==> src/rtl/pipe_pkg.sv <==
// Shared constants and types for MIPS pipeline stage registers.
// Per-boundary bundle widths, control-bit positions and stage occupancy states.
package pipe_pkg;

  localparam int unsigned ALUOP_W      = 2;
  localparam int unsigned OCC_W        = 2;

  localparam int unsigned IF_ID_CTRL_W  = 1;
  localparam int unsigned IF_ID_DATA_W  = 64;
  localparam int unsigned ID_EX_CTRL_W  = 1 + ALUOP_W;
  localparam int unsigned ID_EX_DATA_W  = 80;
  localparam int unsigned EX_MEM_CTRL_W = 2;
  localparam int unsigned EX_MEM_DATA_W = 69;
  localparam int unsigned MEM_WB_CTRL_W = 1;
  localparam int unsigned MEM_WB_DATA_W = 37;

  // Bit positions inside the ID/EX control bundle
  localparam int unsigned REGWRITE_BIT = 2;
  localparam int unsigned ALUOP_LSB    = 0;

  // Encoding is {main valid, skid valid}; 2'b01 is unreachable
  typedef enum logic [1:0] {
    ST_EMPTY = 2'b00,
    ST_ONE   = 2'b10,
    ST_FULL  = 2'b11
  } pipe_state_e;

  typedef struct packed {
    logic               reg_write;
    logic [ALUOP_W-1:0] alu_op;
  } id_ex_ctrl_t;

  function automatic logic [OCC_W-1:0] occ_count(input logic m_v, input logic s_v);
    return OCC_W'(m_v) + OCC_W'(s_v);
  endfunction

endpackage

==> src/rtl/pipe_stage_reg_entry.sv <==
// One pipeline slot: valid flag plus control and data registers.
// Clear wins over load; clear drops only the valid flag, payload is kept.
module pipe_entry
  import pipe_pkg::*;
#(
  parameter int unsigned         CTRL_W     = ID_EX_CTRL_W,
  parameter int unsigned         DATA_W     = ID_EX_DATA_W,
  parameter logic [DATA_W-1:0]   RESET_DATA = '0
) (
  input  logic              clk,
  input  logic              rst,
  input  logic              load,
  input  logic              clear,
  input  logic [CTRL_W-1:0] d_ctrl,
  input  logic [DATA_W-1:0] d_data,
  output logic              valid,
  output logic [CTRL_W-1:0] ctrl,
  output logic [DATA_W-1:0] data
);

  always_ff @(posedge clk or posedge rst) begin
    if (rst) begin
      valid <= 1'b0;
      ctrl  <= '0;
      data  <= RESET_DATA;
    end else if (clear) begin
      valid <= 1'b0;
    end else if (load) begin
      valid <= 1'b1;
      ctrl  <= d_ctrl;
      data  <= d_data;
    end
  end

endmodule

==> src/rtl/pipe_stage_reg.sv <==
// Pipeline stage register with valid/ready handshake and a two-entry skid buffer.
// Main entry drives the outputs; skid entry absorbs one beat when downstream stalls.
module pipe_stage_reg
  import pipe_pkg::*;
#(
  parameter int unsigned       CTRL_W     = ID_EX_CTRL_W,
  parameter int unsigned       DATA_W     = ID_EX_DATA_W,
  parameter logic [DATA_W-1:0] RESET_DATA = '0
) (
  input  logic              clk,
  input  logic              rst,
  input  logic              flush,
  input  logic              in_valid,
  output logic              in_ready,
  input  logic [CTRL_W-1:0] in_ctrl,
  input  logic [DATA_W-1:0] in_data,
  output logic              out_valid,
  input  logic              out_ready,
  output logic [CTRL_W-1:0] out_ctrl,
  output logic [DATA_W-1:0] out_data,
  output logic [OCC_W-1:0]  occupancy
);

  pipe_state_e state_q, state_d;

  logic              in_fire, out_fire;
  logic              m_load, m_clear, m_from_skid;
  logic              s_load, s_clear;
  logic              m_valid, s_valid;
  logic [CTRL_W-1:0] m_ctrl, s_ctrl, m_d_ctrl;
  logic [DATA_W-1:0] m_data, s_data, m_d_data;

  assign in_fire  = in_valid & in_ready;
  assign out_fire = m_valid & out_ready;

  always_ff @(posedge clk or posedge rst) begin
    if (rst) begin
      state_q  <= ST_EMPTY;
      in_ready <= 1'b1;
    end else begin
      state_q  <= state_d;
      in_ready <= (state_d != ST_FULL);
    end
  end

  always_comb begin
    state_d = state_q;
    if (flush) begin
      state_d = ST_EMPTY;
    end else begin
      case (state_q)
        ST_EMPTY: if (in_fire) state_d = ST_ONE;
        ST_ONE: begin
          if (in_fire && !out_fire)      state_d = ST_FULL;
          else if (!in_fire && out_fire) state_d = ST_EMPTY;
        end
        ST_FULL:  if (out_fire) state_d = ST_ONE;
        default:  state_d = ST_EMPTY;
      endcase
    end
  end

  // Entry load/clear enables for the current handshake
  always_comb begin
    m_load      = 1'b0;
    m_clear     = 1'b0;
    m_from_skid = 1'b0;
    s_load      = 1'b0;
    s_clear     = 1'b0;
    if (flush) begin
      m_clear = 1'b1;
      s_clear = 1'b1;
    end else begin
      case (state_q)
        ST_EMPTY: m_load = in_fire;
        ST_ONE: begin
          if (in_fire && out_fire) m_load  = 1'b1;
          else if (in_fire)        s_load  = 1'b1;
          else if (out_fire)       m_clear = 1'b1;
        end
        ST_FULL: begin
          if (out_fire) begin
            m_load      = 1'b1;
            m_from_skid = 1'b1;
            s_clear     = 1'b1;
          end
        end
        default: begin
          m_clear = 1'b1;
          s_clear = 1'b1;
        end
      endcase
    end
  end

  assign m_d_ctrl = m_from_skid ? s_ctrl : in_ctrl;
  assign m_d_data = m_from_skid ? s_data : in_data;

  pipe_entry #(.CTRL_W(CTRL_W), .DATA_W(DATA_W), .RESET_DATA(RESET_DATA)) u_main (
    .clk    (clk),
    .rst    (rst),
    .load   (m_load),
    .clear  (m_clear),
    .d_ctrl (m_d_ctrl),
    .d_data (m_d_data),
    .valid  (m_valid),
    .ctrl   (m_ctrl),
    .data   (m_data)
  );

  pipe_entry #(.CTRL_W(CTRL_W), .DATA_W(DATA_W), .RESET_DATA(RESET_DATA)) u_skid (
    .clk    (clk),
    .rst    (rst),
    .load   (s_load),
    .clear  (s_clear),
    .d_ctrl (in_ctrl),
    .d_data (in_data),
    .valid  (s_valid),
    .ctrl   (s_ctrl),
    .data   (s_data)
  );

  // Bubble masking keeps write-enables low on empty slots
  assign out_valid = m_valid;
  assign out_ctrl  = m_valid ? m_ctrl : CTRL_W'(0);
  assign out_data  = m_data;
  assign occupancy = occ_count(m_valid, s_valid);

endmodule

==> config.mk <==
export PLATFORM = sky130hd
export DESIGN_NAME = pipe_stage_reg
export DESIGN_NICKNAME = d
export VERILOG_FILES = /design/src/rtl/pipe_pkg.sv /design/src/rtl/pipe_stage_reg_entry.sv /design/src/rtl/pipe_stage_reg.sv
export SDC_FILE = /design/constraint.sdc
export NUM_CORES = 1
export LEC_CHECK = 0
export ABC_AREA = 1
export CORE_MARGIN = 2
export CORE_UTILIZATION = 51
export DETAILED_ROUTE_END_ITERATION = 8
export GPL_TIMING_DRIVEN = 1
export PLACE_DENSITY = 0.89
export SYNTH_ARGS = -nofsm -noshare
export SYNTH_HDL_FRONTEND = slang
export SYNTH_SLANG_ARGS = --single-unit
==> constraint.sdc <==
create_clock -name clk -period 6.8 [get_ports clk]
set_input_delay 1.02 -clock clk [delete_from_list [all_inputs] [get_ports clk]]
set_output_delay 1.02 -clock clk [all_outputs]
set_load 0.005 [all_outputs]
# Word-level counts from Yosys, hierarchy flattened
# Cells that the tools add are included.
# word_totals
in_bits,88
elab_cells,57
output_inout_bits,87
reg_bits,171
# op_classes
eq_ne,3
n_mux,29
n_reduce_logical,12
addsub,1
bitwise_logic,4
# ops
op,count
$mux 80,1
$mux 1,17
$mux 2,5
$mux 3,2
$pmux 2 s3,1
$eq 2x2->1 const B,2
$pmux 1 s2,2
$reduce_and 2->1,2
$reduce_bool 2->1,2
$reduce_or 2->1,2
$logic_and 1x1->1,3
$pmux 1 s3,1
$add 1x1->2,1
$and 1x1->1,2
$logic_not 1->1,2
$logic_not 2->1,1
$ne 2x2->1 const B,1
$not 1->1,2

# Longest topological paths before layout
# Gate-level depths: netlist of run 1.
# depth
word_depth,8
mapped_depth,11

# Modules after synthesis
# Synthesis of run 1 repeated with hierarchy kept, for this count alone.
# unflattened
cells_unflattened,1060
hier_area_um2,8236.6
# modules_own_cells
mod,area_per_inst_um2,cells_each,instances
pipe_entry,3333.2,365,2
pipe_stage_reg,1570.3,330,1

# Worst setup path after synthesis of run 1
# Ideal clock, no wire load.
# synth_path
path_kind,input to register
from,in in_valid
to,reg u_skid.ctrl[0]
n_path_buf,2
stages,9
t_arrival_ns,1.920
path_slack_ns,4.764
path_cell_list,nand2_1 inv_1 nand3_1 nor2_2 inv_2 buf_4 buf_4 nand2_1 nand2_1
# synth_between
elab_chain_cells,6
elab_cells_between_ends,7
classes_between,4 x mux; 1 x bitwise; 2 x reduce/logical
# synth_lines
item,line,rtl
"start, declared",pipe_stage_reg.sv:13,"input logic in_valid,"
$and 1x1->1 *,pipe_stage_reg.sv:33,assign in_fire = in_valid & in_ready;
$mux 1 / $logic_and 1x1->1 (equally long branches),"pipe_stage_reg.sv:78, pipe_stage_reg.sv:77",
$mux 1 *,pipe_stage_reg.sv:77,if (in_fire && out_fire) m_load = 1'b1;
$mux 1 *,pipe_stage_reg.sv:74,case (state_q)
$mux 1 *,pipe_stage_reg.sv:70,if (flush) begin
$reduce_and 2->1 (no source line) *,-,
"end signal, assigned",pipe_stage_reg_entry.sv:30,ctrl <= d_ctrl;
"end, declared",pipe_stage_reg_entry.sv:17,"output logic [CTRL_W-1:0] ctrl,"
# Every way passes the cells marked *; elsewhere a longest branch is shown, timed or not.
# A chain may end at the register's enable or synchronous reset.

# Worst setup path after layout of run 1
# layout_path
from,in out_ready
to,reg u_main.data[10]
# layout_between
elab_chain_cells,8
elab_cells_between_ends,15
classes_between,11 x mux; 2 x bitwise; 2 x reduce/logical
# layout_lines
item,line,rtl
"start, declared",pipe_stage_reg.sv:18,"input logic out_ready,"
$and 1x1->1 *,pipe_stage_reg.sv:34,assign out_fire = m_valid & out_ready;
$mux 1,"pipe_stage_reg.sv:79, pipe_stage_reg.sv:82",
$mux 1,pipe_stage_reg.sv:78,else if (in_fire) s_load = 1'b1;
$mux 1,pipe_stage_reg.sv:77,
$pmux 1 s2,pipe_stage_reg.sv:74,
$mux 1,pipe_stage_reg.sv:70,
$not 1->1 (no source line),-,
$reduce_and 2->1 (no source line),-,
"end signal, assigned",pipe_stage_reg_entry.sv:31,data <= d_data;
"end, declared",pipe_stage_reg_entry.sv:18,output logic [DATA_W-1:0] data
# Marked as above.

==> results of run 1 <==
## area by class of cell
type	instances	share of cell area
clock buffers	24	0.0466
well taps	211	0.0255
flip-flops and latches	171	0.414
repair buffers	180	0.173
multi-input cells	796	0.321
clock inverters	7	0.0133
inverters	17	0.00666
## through the flow
stage	setup WS [ns]	instances	hold WS, ns
5_1_grt	2.88	1406	0.489
3_5_place_dp	2.71	1375	0.457
3_3_place_gp	2.81	1375	0.453
6_report	3.17	1406	0.470
2_1_floorplan	1.15	1056	0.442
4_1_cts	3.15	1406	0.473
## critical path, stage by stage
cell and delay (ns):
clkdlybuf4s50_1 0.49, nand2_2 0.10, inv_2 0.11, nand2_1 0.10
nand2_4 0.70, nand3_4 1.00, nand2_1 0.30, nand2_1 0.08
## state kept, by name, indices dropped and copies added, names as in the netlist
register / cells
u_main.valid: 1
in_ready: 1
u_skid.valid: 1
u_skid.data: 80
state_q: 2
u_main.ctrl: 3
u_skid.ctrl: 3
u_main.data: 80
## power by group through the flow
stage / clock (W) / combinational (W) / sequential (W)
final: 0.00102 / 0.00128 / 0.00178
after detailed placement: 0 / 0.00128 / 0.00178
after CTS: 0.00104 / 0.00130 / 0.00178
after global placement: 0 / 0.00124 / 0.00176
after floorplan: 0 / 0.000618 / 0.00175
after global routing: 0.00108 / 0.00145 / 0.00184
## layout by cell type (no fill, tap or decap)
| master | n |
|---|---|
| clkinv_2 | 2 |
| buf_4 | 6 |
| a21oi_1 | 4 |
| clkbuf_1 | 4 |
| clkinvlp_4 | 1 |
| nor2_4 | 3 |
| nand3_1 | 171 |
| nand2_4 | 2 |
| inv_2 | 3 |
| dfrtp_1 | 170 |
| or2_2 | 1 |
| nand2_2 | 2 |
| inv_6 | 1 |
| nor2_1 | 2 |
| inv_1 | 13 |
| ha_1 | 6 |
| nand2_1 | 603 |
| bufinv_16 | 4 |
| o21ai_0 | 1 |
| nand3_4 | 1 |
| clkdlybuf4s50_1 | 174 |
| dfstp_2 | 1 |
| clkbuf_16 | 17 |
| clkbuf_8 | 3 |
## metal layers
| metal | global-route usage | wire (microns) |
|---|---|---|
| met3 | 0.0488 | 1440 |
| met1 | 0.345 | 8750 |
| met2 | 0.410 | 9890 |
| met5 | 0 | 0 |
| met4 | 0.0848 | 367 |
## cell families (layout without fill, tap and decap cells)
logic type,count (synthesis),count (layout)
fa+ha+maj,6,6
buf+inv,89,228
flops,171,171
simple gates,785,785
compound gates,5,5
## final timing paths
path | endpoint | slack, ns | depth (start not counted)
setup / recovery | u_main.data[10] | 3.17 | 8
hold / removal | u_skid.data[29] | 0.47 | 2
setup reg to reg | u_main.data[10] | 3.49 | 9
hold reg to reg | u_skid.data[29] | 0.47 | 2
max in group asynchronous | u_skid.data[16] | 4.20 | 3
min in group asynchronous | u_main.data[57] | 1.20 | 2
==> summary.txt, run 1 <==
Status
  – Status: completed

Synthesis
  – Synth Area in Compound Gates: 0.00310
  – Multiplexer share of the synthesized area: 0
  – Synthesized net count: 1150
  – FF+latch count, synth: 171
  – Post-Synthesis Cell Area: 0.00806 sq mm
  – Largest family of logic cells by synthesized area: simple AND/OR/NAND/NOR gates
  – Synth top area share: 0.528
  – FFs w/ async S/R, synth: 1.00
  – Post-Synth Simple-Gate Area: 0.394
  – Dominant register cell in the synthesized netlist: dfrtp_1
  – Post-synthesis xor/xnor area fraction: 0
  – Number of flops mapped to enable cells by yosys: 0
  – Seq/Total Area, Yosys: 0.531
  – Synth unique cells: 18
  – YS warnings: 0
  – Post-synth top area cell: dfrtp_1
  – Average size of a mapped cell: 7.64 sq um
  – Commonest cells post-synth: 605 x nand2_1, 171 x nand3_1, 170 x dfrtp_1
  – Count leader, synth: nand2_1
  – Synthesized netlist cell count: 1056
  – Cells taking the most area after synthesis: dfrtp_1 53%, nand2_1 28%, nand3_1 11%
  – Adder-Cell Fraction of Synth Area: 0.00931

Timing
  – Least-Margin Pin Slew: 1.03 ns
  – Fin. max-slew vios: 0
  – RSZ-0062 raised after global routing: false
  – Setup TNS: 0 ns
  – Hold Fails Final Rpt: 0
  – Count of final setup violators: 0
  – Max Clock Freq: 276 MHz
  – Layout Skew: 0.00708 ns
  – Fin crit share: 0.534
  – Slew headroom: 0.314
  – Min Clock Period, post-route: 3.63 ns

Clock tree
  – CTS buffer count: 17
  – Cts repair resizes: 0
  – Post-CTS Setup Inserts: 0
  – H-tree Lvls: 4
  – # clock sinks: 171
  – Clk slew on worst S/H paths: 0.06 ns
  – CTS tree: yes
  – Clock buffer depth: 2
  – Skew-Pair Late Insertion Delay: 0.41 ns
  – Root buf cell: clkbuf_16
  – Cts-stage hold buffer count: 0

GRT
  – Pin count of the biggest net entering global routing: 105
  – First-pass GRT wire length: 34000 microns
  – Vias in the first global route: 6999
  – All-layer global routing usage: 0.253
  – Initial antenna violation count: 0
  – GRT overflow: 0

Power and ir drop
  – Clk pwr share: 0.250
  – Switching Share: 0.312
  – Pwr dens: 395 mW/mm^2
  – Sequential share of power: 0.436
  – Pleak: 5.45 nW
  – P_int: 0.00281 W
  – Switching power: 0.00127 W
  – Total power: 0.00408 W
  – Comb pwr share: 0.314
  – VDD IR max: 0.209 mV

Setup path
  – Crit end category: register
  – Type of origin of the critical path: input pin
  – Crit. Startpoint: out_ready
  – Crit path arrival time: 3.93 ns
  – CP Max Fanout: 84
  – Worst Path Required: 7.10 ns
  – RR Startpoint: state_q[0]
  – WS Path Type: input pin to register

Cells and area
  – Filler cell count: 1226
  – Area occupied by multi-input gates: 0.00332 sq mm
  – Nets: 1277
  – Final core occ: 0.675
  – Final instance area: 0.0103 sq mm
  – Layout cells sized above 1: 0.0393
  – Synth-to-layout area growth: 28.2%
  – Reg area: 0.00428 sq mm
  – Inserted Diodes: 0

Floorplan
  – Row count: 45
  – Die ar.: 0.0168 sq mm
  – Core ar.: 0.0153 sq mm
  – Starting Density: 0.527
  – Die Y: 130 microns
  – I/O pin cnt: 175
  – Die Wd: 130 microns

Detailed routing
  – Drt first pass iters: 5
  – DRT Wirelength: 20400 microns
  – Vias: 7365
  – DRC violations left: 0
  – Drt wl/cell: 14.5 microns
  – Iter 0 DRT Violations: 729
  – Vias per inst: 5.24
  – Antenna Nets Post-Route: 0

Min path
  – HP Class: register to register
  – HP Start: u_skid.data[29]

Placement
  – Final GP Congestion: 0.871
  – DP HPWL: 12200 microns
  – Dpl cell area: 0.00972 sq mm
  – Port bufs: 174

Job
  – Max_cap viols: 0
No activity file was read; power rests on OpenSTA's default activity.
==> run 2, diff against run 1 <==
- CORE_UTILIZATION: 51 -> 46
- PLACE_DENSITY: 0.89 -> 0.85
- clock period: 6.8 -> 3.16 ns (I/O delays scaled with it)
==> run 2 against run 1 <==
Against the previous run: critical path depth grew 2; non-clock buffer count grew 12; register-to-register slack lost 2.7 ns; clock-buffer cell count shrank 5; via count shrank 0.45%; critical endpoint is now u_main.data[56]; highest routed layer unchanged.
==> summary.txt, run 2 (synthesis gave the netlist of run 1 again) <==
GRT
  – Vias in the first global route: 6960 (-0.56%)
  – All-layer global routing usage: 0.229 (-0.0242)
  – Initial antenna violation count: 0 (unchanged)
  – First-pass GRT wire length: 33900 microns (-0.34%)
  – Pin count of the biggest net entering global routing: 85 (-19%)
  – GRT overflow: 0 (unchanged)

Cells and area
  – Layout cells sized above 1: 0.0530 (+0.0136)
  – Area occupied by multi-input gates: 0.00332 sq mm (unchanged)
  – Filler cell count: 1504 (+23%)
  – Final core occ: 0.608 (-0.0675)
  – Reg area: 0.00428 sq mm (unchanged)
  – Nets: 1289 (+0.94%)
  – Commonest non-fill, non-tap cell in the layout: nand2_1
  – Top Registers: u_main.data (80), u_skid.data (80)
  – Final instance area: 0.0105 sq mm (+1.3%)
  – Synth-to-layout area growth: 29.9%
  – Inserted Diodes: 0 (unchanged)
  – Commonest cells after routing, fill and taps aside: 603 x nand2_1, 174 x clkdlybuf4s50_1, 171 x nand3_1, 170 x dfrtp_1, 17 x clkbuf_16

Floorplan
  – Starting Density: 0.468 (-0.0587)
  – Row count: 48 (+6.7%)
  – Die ar.: 0.0186 sq mm (+11%)
  – Die Y: 136 microns (+5.1%)
  – Die Wd: 136 microns (+5.1%)
  – I/O pin cnt: 175 (unchanged)
  – Core ar.: 0.0172 sq mm (+13%)

Setup path
  – Worst Path Required: 3.47 ns (-3.63 ns)
  – Crit end category: register
  – Crit path top cell by count: nand2_1
  – CP delay by family, top: simple AND/OR/NAND/NOR gates
  – Largest stage delay, worst path: 0.44 ns (-0.56 ns)
  – WS Path Type: register to register
  – Slowest CP cell: dfrtp_1
  – Crit path arrival time: 2.71 ns (-1.22 ns)
  – Critical-path cell list: inv_1, ha_1, nand3_1, nand2_1, nand2_1, nand2_4, nand3_4, buf_4, nand2_1, nand2_1
  – CP Max Fanout: 28 (-67%)
  – Type of origin of the critical path: register
  – Buf/Inv on CP: 2 (unchanged)

Detailed routing
  – Iter 0 DRT Violations: 589 (-19%)
  – DRC violations left: 0 (unchanged)
  – DRT Wirelength: 20700 microns (+1.2%)
  – Drt first pass iters: 5 (unchanged)
  – Antenna Nets Post-Route: 0 (unchanged)
  – Vias: 7332 (-0.45%)
  – Drt wl/cell: 14.4 microns (-0.71%)
  – Vias per inst: 5.12 (-2.3%)

Timing
  – Max Clock Freq: 417 MHz
  – Fin crit share: 0.760
  – Hold slack: 0.367 ns (-0.104 ns)
  – Layout Skew: 0.00844 ns (+0.00137 ns)
  – Hold Fails Final Rpt: 0 (unchanged)
  – Least-Margin Pin Slew: 0.954 ns (-0.0751 ns)
  – Min Clock Period, post-route: 2.40 ns
  – Fin. max-slew vios: 0 (unchanged)
  – Count of final setup violators: 0 (unchanged)
  – Setup TNS: 0 ns (unchanged)
  – RSZ-0062 raised after global routing: false
  – Slew headroom: 0.364 (+0.0500)

Power and ir drop
  – Pwr dens: 823 mW/mm^2 (+110%)
  – VDD IR max: 0.399 mV (+91%)
  – Pleak: 5.51 nW (+1.1%)

Status
  – Status: completed

Clock tree
  – Post-CTS Setup Inserts: 0 (unchanged)
  – CTS tree: yes
  – Cts-stage hold buffer count: 0 (unchanged)
  – Cts repair resizes: 0 (unchanged)
  – Clk slew on worst S/H paths: 0.07 ns (about the same)
  – Clock buffer depth: 2 (unchanged)
  – # clock sinks: 171 (unchanged)
  – CTS buffer count: 17 (unchanged)
  – Skew-Pair Late Insertion Delay: 0.42 ns (about the same)
  – H-tree Lvls: 4 (unchanged)
  – Root buf cell: clkbuf_16

Placement
  – Final GP Congestion: 0.825 (-5.3%)
  – Port bufs: 174 (unchanged)
  – DP HPWL: 13300 microns (+9.0%)
  – Dpl cell area: 0.00990 sq mm (+1.9%)

Min path
  – HP Class: input pin to asynchronous set/reset pin

Job
  – Max_cap viols: 0 (unchanged)
[run 2: changes by cell type in the layout (fill, tap and decap cells not counted), sizes merged]
cell      previous run  this run
buf                  6        18
clkinvlp             1         4
clkinv               2         7
inv                 17        18
bufinv               4         1
clkbuf              24        19
[run 2: routing by layer]
layer / GRT usage / routed length, microns
met4: 0.0747 / 283
met1: 0.295 / 8870
met2: 0.389 / 10200
met5: 0 / 0
met3: 0.0421 / 1310
[run 2: layout make-up]
type	count	share of cell area
Clock buffer	19	0.0432
Tap cell	225	0.0269
Multi-Input combinational cell	796	0.317
Clock inverter	13	0.0114
Sequential cell	171	0.409
Timing Repair Buffer	192	0.186
Inverter	17	0.00645
[run 2: power breakdown]
group          total [W]  leakage [nW]  switching (W)  internal (W)
Sequential       0.00381          2.13       0.000587       0.00322
Combinational    0.00280          3.10        0.00133       0.00147
Clock            0.00201         0.277       0.000876       0.00113
Total            0.00862          5.51        0.00279       0.00583
[run 2: final timing paths]
kind | startpoint | endpoint | slack, ns | cells after the start
setup reg to reg | state_q[0] | u_main.data[56] | 0.76 | 10
min in group clk | u_main.data[67] | u_main.data[67] | 0.47 | 2
hold / removal | rst | u_skid.data[71] | 0.37 | 2
max in group asynchronous | rst | u_skid.data[3] | 2.04 | 4
hold reg to reg | u_main.data[67] | u_main.data[67] | 0.47 | 2
setup / recovery | state_q[0] | u_main.data[56] | 0.76 | 10
[run 2: stage by stage]
step	power (W)	std cells	setup WS, ns
5_1_grt	0.00922	1433	0.575
2_1_floorplan	0.00510	1056	0.504
3_5_place_dp	0.00666	1401	0.545
4_1_cts	0.00871	1433	0.758
3_3_place_gp	0.00652	1401	0.615
6_report	0.00862	1433	0.760
==> run 3, diff against run 2 <==
- CORE_UTILIZATION: 46 -> 51
- PLACE_DENSITY: 0.85 -> 0.89
- clock period: 3.16 -> 2.3 ns (I/O delays scaled with it)
==> run 3 against run 2 <==
Against the previous run: cell count is 0.70% lower; sequential share of layout area is 0.50 points lower; highest routed layer unchanged; largest cell class unchanged; worst setup slack worse by 0.55 ns; clock-buffer cell count is 4 higher; combinational power is 40% higher; clock power is 55% higher; sequential power is 38% higher; critical path depth is 8 lower; total power is 43% higher; via count is 2.4% higher.
==> summary.txt, run 3 (synthesis gave the netlist of run 1 again) <==
Floorplan
  – Starting Density: 0.527 (+0.0587)
  – Core ar.: 0.0153 sq mm (-11%)
  – Die Y: 130 microns (-4.9%)
  – Row count: 45 (-6.3%)
  – Die Wd: 130 microns (-4.9%)
  – I/O pin cnt: 175 (unchanged)
  – Die ar.: 0.0168 sq mm (-9.5%)

Timing
  – Hold Fails Final Rpt: 0 (unchanged)
  – Min Clock Period, post-route: 2.09 ns
  – Fin. max-slew vios: 0 (unchanged)
  – Least-Margin Pin Slew: 0.517 ns (-0.436 ns)
  – Fin crit share: 0.911
  – Final worst slack: 0.205 ns (-0.554 ns)
  – Setup TNS: 0 ns (unchanged)
  – Layout Skew: 0.00924 ns (+0.000799 ns)
  – RSZ-0062 raised after global routing: false
  – Max Clock Freq: 477 MHz
  – Count of final setup violators: 0 (unchanged)
  – Slew headroom: 0.655 (+0.291)

Setup path
  – Buf/Inv on CP: 1 (-1)
  – CP delay by family, top: flip-flops
  – Type of origin of the critical path: register
  – Worst Path Required: 1.96 ns (-1.51 ns)
  – Slowest CP cell: dfrtp_1
  – Reg2reg end: u_main.data[36]
  – Crit path arrival time: 1.75 ns (-0.96 ns)
  – RR Startpoint: state_q[0]
  – Largest stage delay, worst path: 0.51 ns (+0.07 ns)
  – R2R cell count: 8 (-2)
  – WS Path Type: register to output pin
  – R2R setup slack: 0.26 ns (-0.50 ns)
  – Crit end category: output pin
  – Critical-path cell list: ha_1, clkdlybuf4s50_1
  – CP Max Fanout: 8 (-71%)

Cells and area
  – Nets: 1292 (+0.23%)
  – Filler cell count: 1230 (-18%)
  – Layout cells sized above 1: 0.0545 (+0.00152)
  – Final non-filler cell total: 1423 (-0.70%)
  – Final core occ: 0.692 (+0.0847)
  – Synth-to-layout area growth: 31.5%
  – Commonest non-fill, non-tap cell in the layout: nand2_1
  – Commonest cells after routing, fill and taps aside: 603 x nand2_1, 174 x clkdlybuf4s50_1, 171 x nand3_1, 170 x dfrtp_1, 17 x clkbuf_16
  – Top Registers: u_main.data (80), u_skid.data (80)

Clock tree
  – Skew-Pair Late Insertion Delay: 0.42 ns (about the same)
  – Post-CTS Setup Inserts: 0 (unchanged)
  – Clock buffer depth: 2 (unchanged)
  – Cts-stage hold buffer count: 0 (unchanged)
  – H-tree Lvls: 4 (unchanged)
  – Cts repair resizes: 0 (unchanged)
  – # clock sinks: 171 (unchanged)
  – CTS buffer count: 17 (unchanged)
  – Root buf cell: clkbuf_16
  – CTS tree: yes
  – Clk slew on worst S/H paths: 0.06 ns (about the same)

Placement
  – DP HPWL: 13700 microns (+3.2%)
  – Place WS: 0.164 ns (-0.381 ns)
  – Final GP Congestion: 0.882 (+6.9%)
  – Port bufs: 174 (unchanged)
  – Placed Cells incl. Taps: 1390 (-0.79%)

Min path
  – HP Class: input pin to asynchronous set/reset pin

GRT
  – Vias in the first global route: 7020 (+0.86%)
  – GRT overflow: 0 (unchanged)
  – Met3 GRT Util: 0.0529 (+0.0108)
  – Initial antenna violation count: 1 (+1)
  – Met2 usage: 0.429 (+0.0404)
  – M1 GR Usage: 0.326 (+0.0308)
  – All-layer global routing usage: 0.256 (+0.0270)
  – Gr busiest metal: met2
  – First-pass GRT wire length: 34200 microns (+1.1%)
  – Pin count of the biggest net entering global routing: 84 (-1.2%)

Detailed routing
  – DRT Wirelength: 21000 microns (+1.4%)
  – Vias per inst: 5.28 (+3.1%)
  – Drt wl/cell: 14.7 microns (+2.2%)
  – Antenna Nets Post-Route: 0 (unchanged)
  – DRC violations left: 0 (unchanged)
  – Drt first pass iters: 6 (+1)
  – Iter 0 DRT Violations: 839 (+42%)
  – Vias: 7508 (+2.4%)

Job
  – Max_cap viols: 0 (unchanged)

Power and ir drop
  – Pleak: 5.57 nW (+1.2%)
  – VDD IR max: 0.606 mV (+52%)
  – Pwr dens: 1160 mW/mm^2 (+41%)
  – Total power: 0.0123 W (+43%)

Status
  – Status: completed
[run 3: cell types whose count changed in the layout (fill, tap and decap cells not counted), sizes merged]
cell,change
clkbuf,+4
inv,-1
bufinv,+3
clkinv,-5
buf,+3
diode,+1
clkinvlp,-1
[run 3: final cells by class]
| cell class | instances | area [sq um] | area share |
|---|---|---|---|
| Tap cell | 211 | 264 | 0.0249 |
| Clock inverter | 9 | 158 | 0.0149 |
| Timing Repair Buffer | 195 | 2010 | 0.190 |
| Sequential cell | 171 | 4280 | 0.404 |
| Antenna cell | 1 | 2.50 | 0.000236 |
| Clock buffer | 23 | 498 | 0.0470 |
| Inverter | 17 | 67.6 | 0.00637 |
| Multi-Input combinational cell | 796 | 3320 | 0.313 |
[run 3: worst max path at each step]
stage | endpoint | from | depth (start not counted) | slack, ns
CTS | occupancy[0] | u_main.valid | 2 | 0.19
floorplan | state_q[0] | rst | 1 | -0.23
global route | u_main.data[36] | state_q[0] | 8 | 0.13
finish | occupancy[0] | u_main.valid | 2 | 0.21
detailed placement | u_skid.data[49] | out_ready | 10 | 0.16
global placement | u_skid.data[50] | out_ready | 10 | 0.26
[run 3: through the flow]
step,cell area [sq um],hold slack (ns)
floorplan,8070,0.442
global route,10600,0.450
global placement,9940,0.454
finish,10600,0.417
detailed placement,9940,0.457
CTS,10600,0.427
[run 3: routing by layer]
| layer | up-vias | share of wire | wire length [microns] |
|---|---|---|---|
| met1 | 3518 | 0.41 | 8530 |
| met2 | 361 | 0.49 | 10300 |
| li1 | 3580 | - | - |
| met4 | 0 | 0.026 | 556 |
| met5 | - | 0 | 0 |
| met3 | 49 | 0.076 | 1590 |
[run 3: report_power, final]
| part | internal, W | switching (W) |
|---|---|---|
| clock | 0.00197 | 0.00116 |
| sequential | 0.00443 | 0.000834 |
| combinational | 0.00206 | 0.00186 |
[run 3: tightest hold or removal path, cell delays in order]
cell and delay (ns):
clkdlybuf4s50_1 0.44, clkinvlp_4 0.14, buf_12 0.30
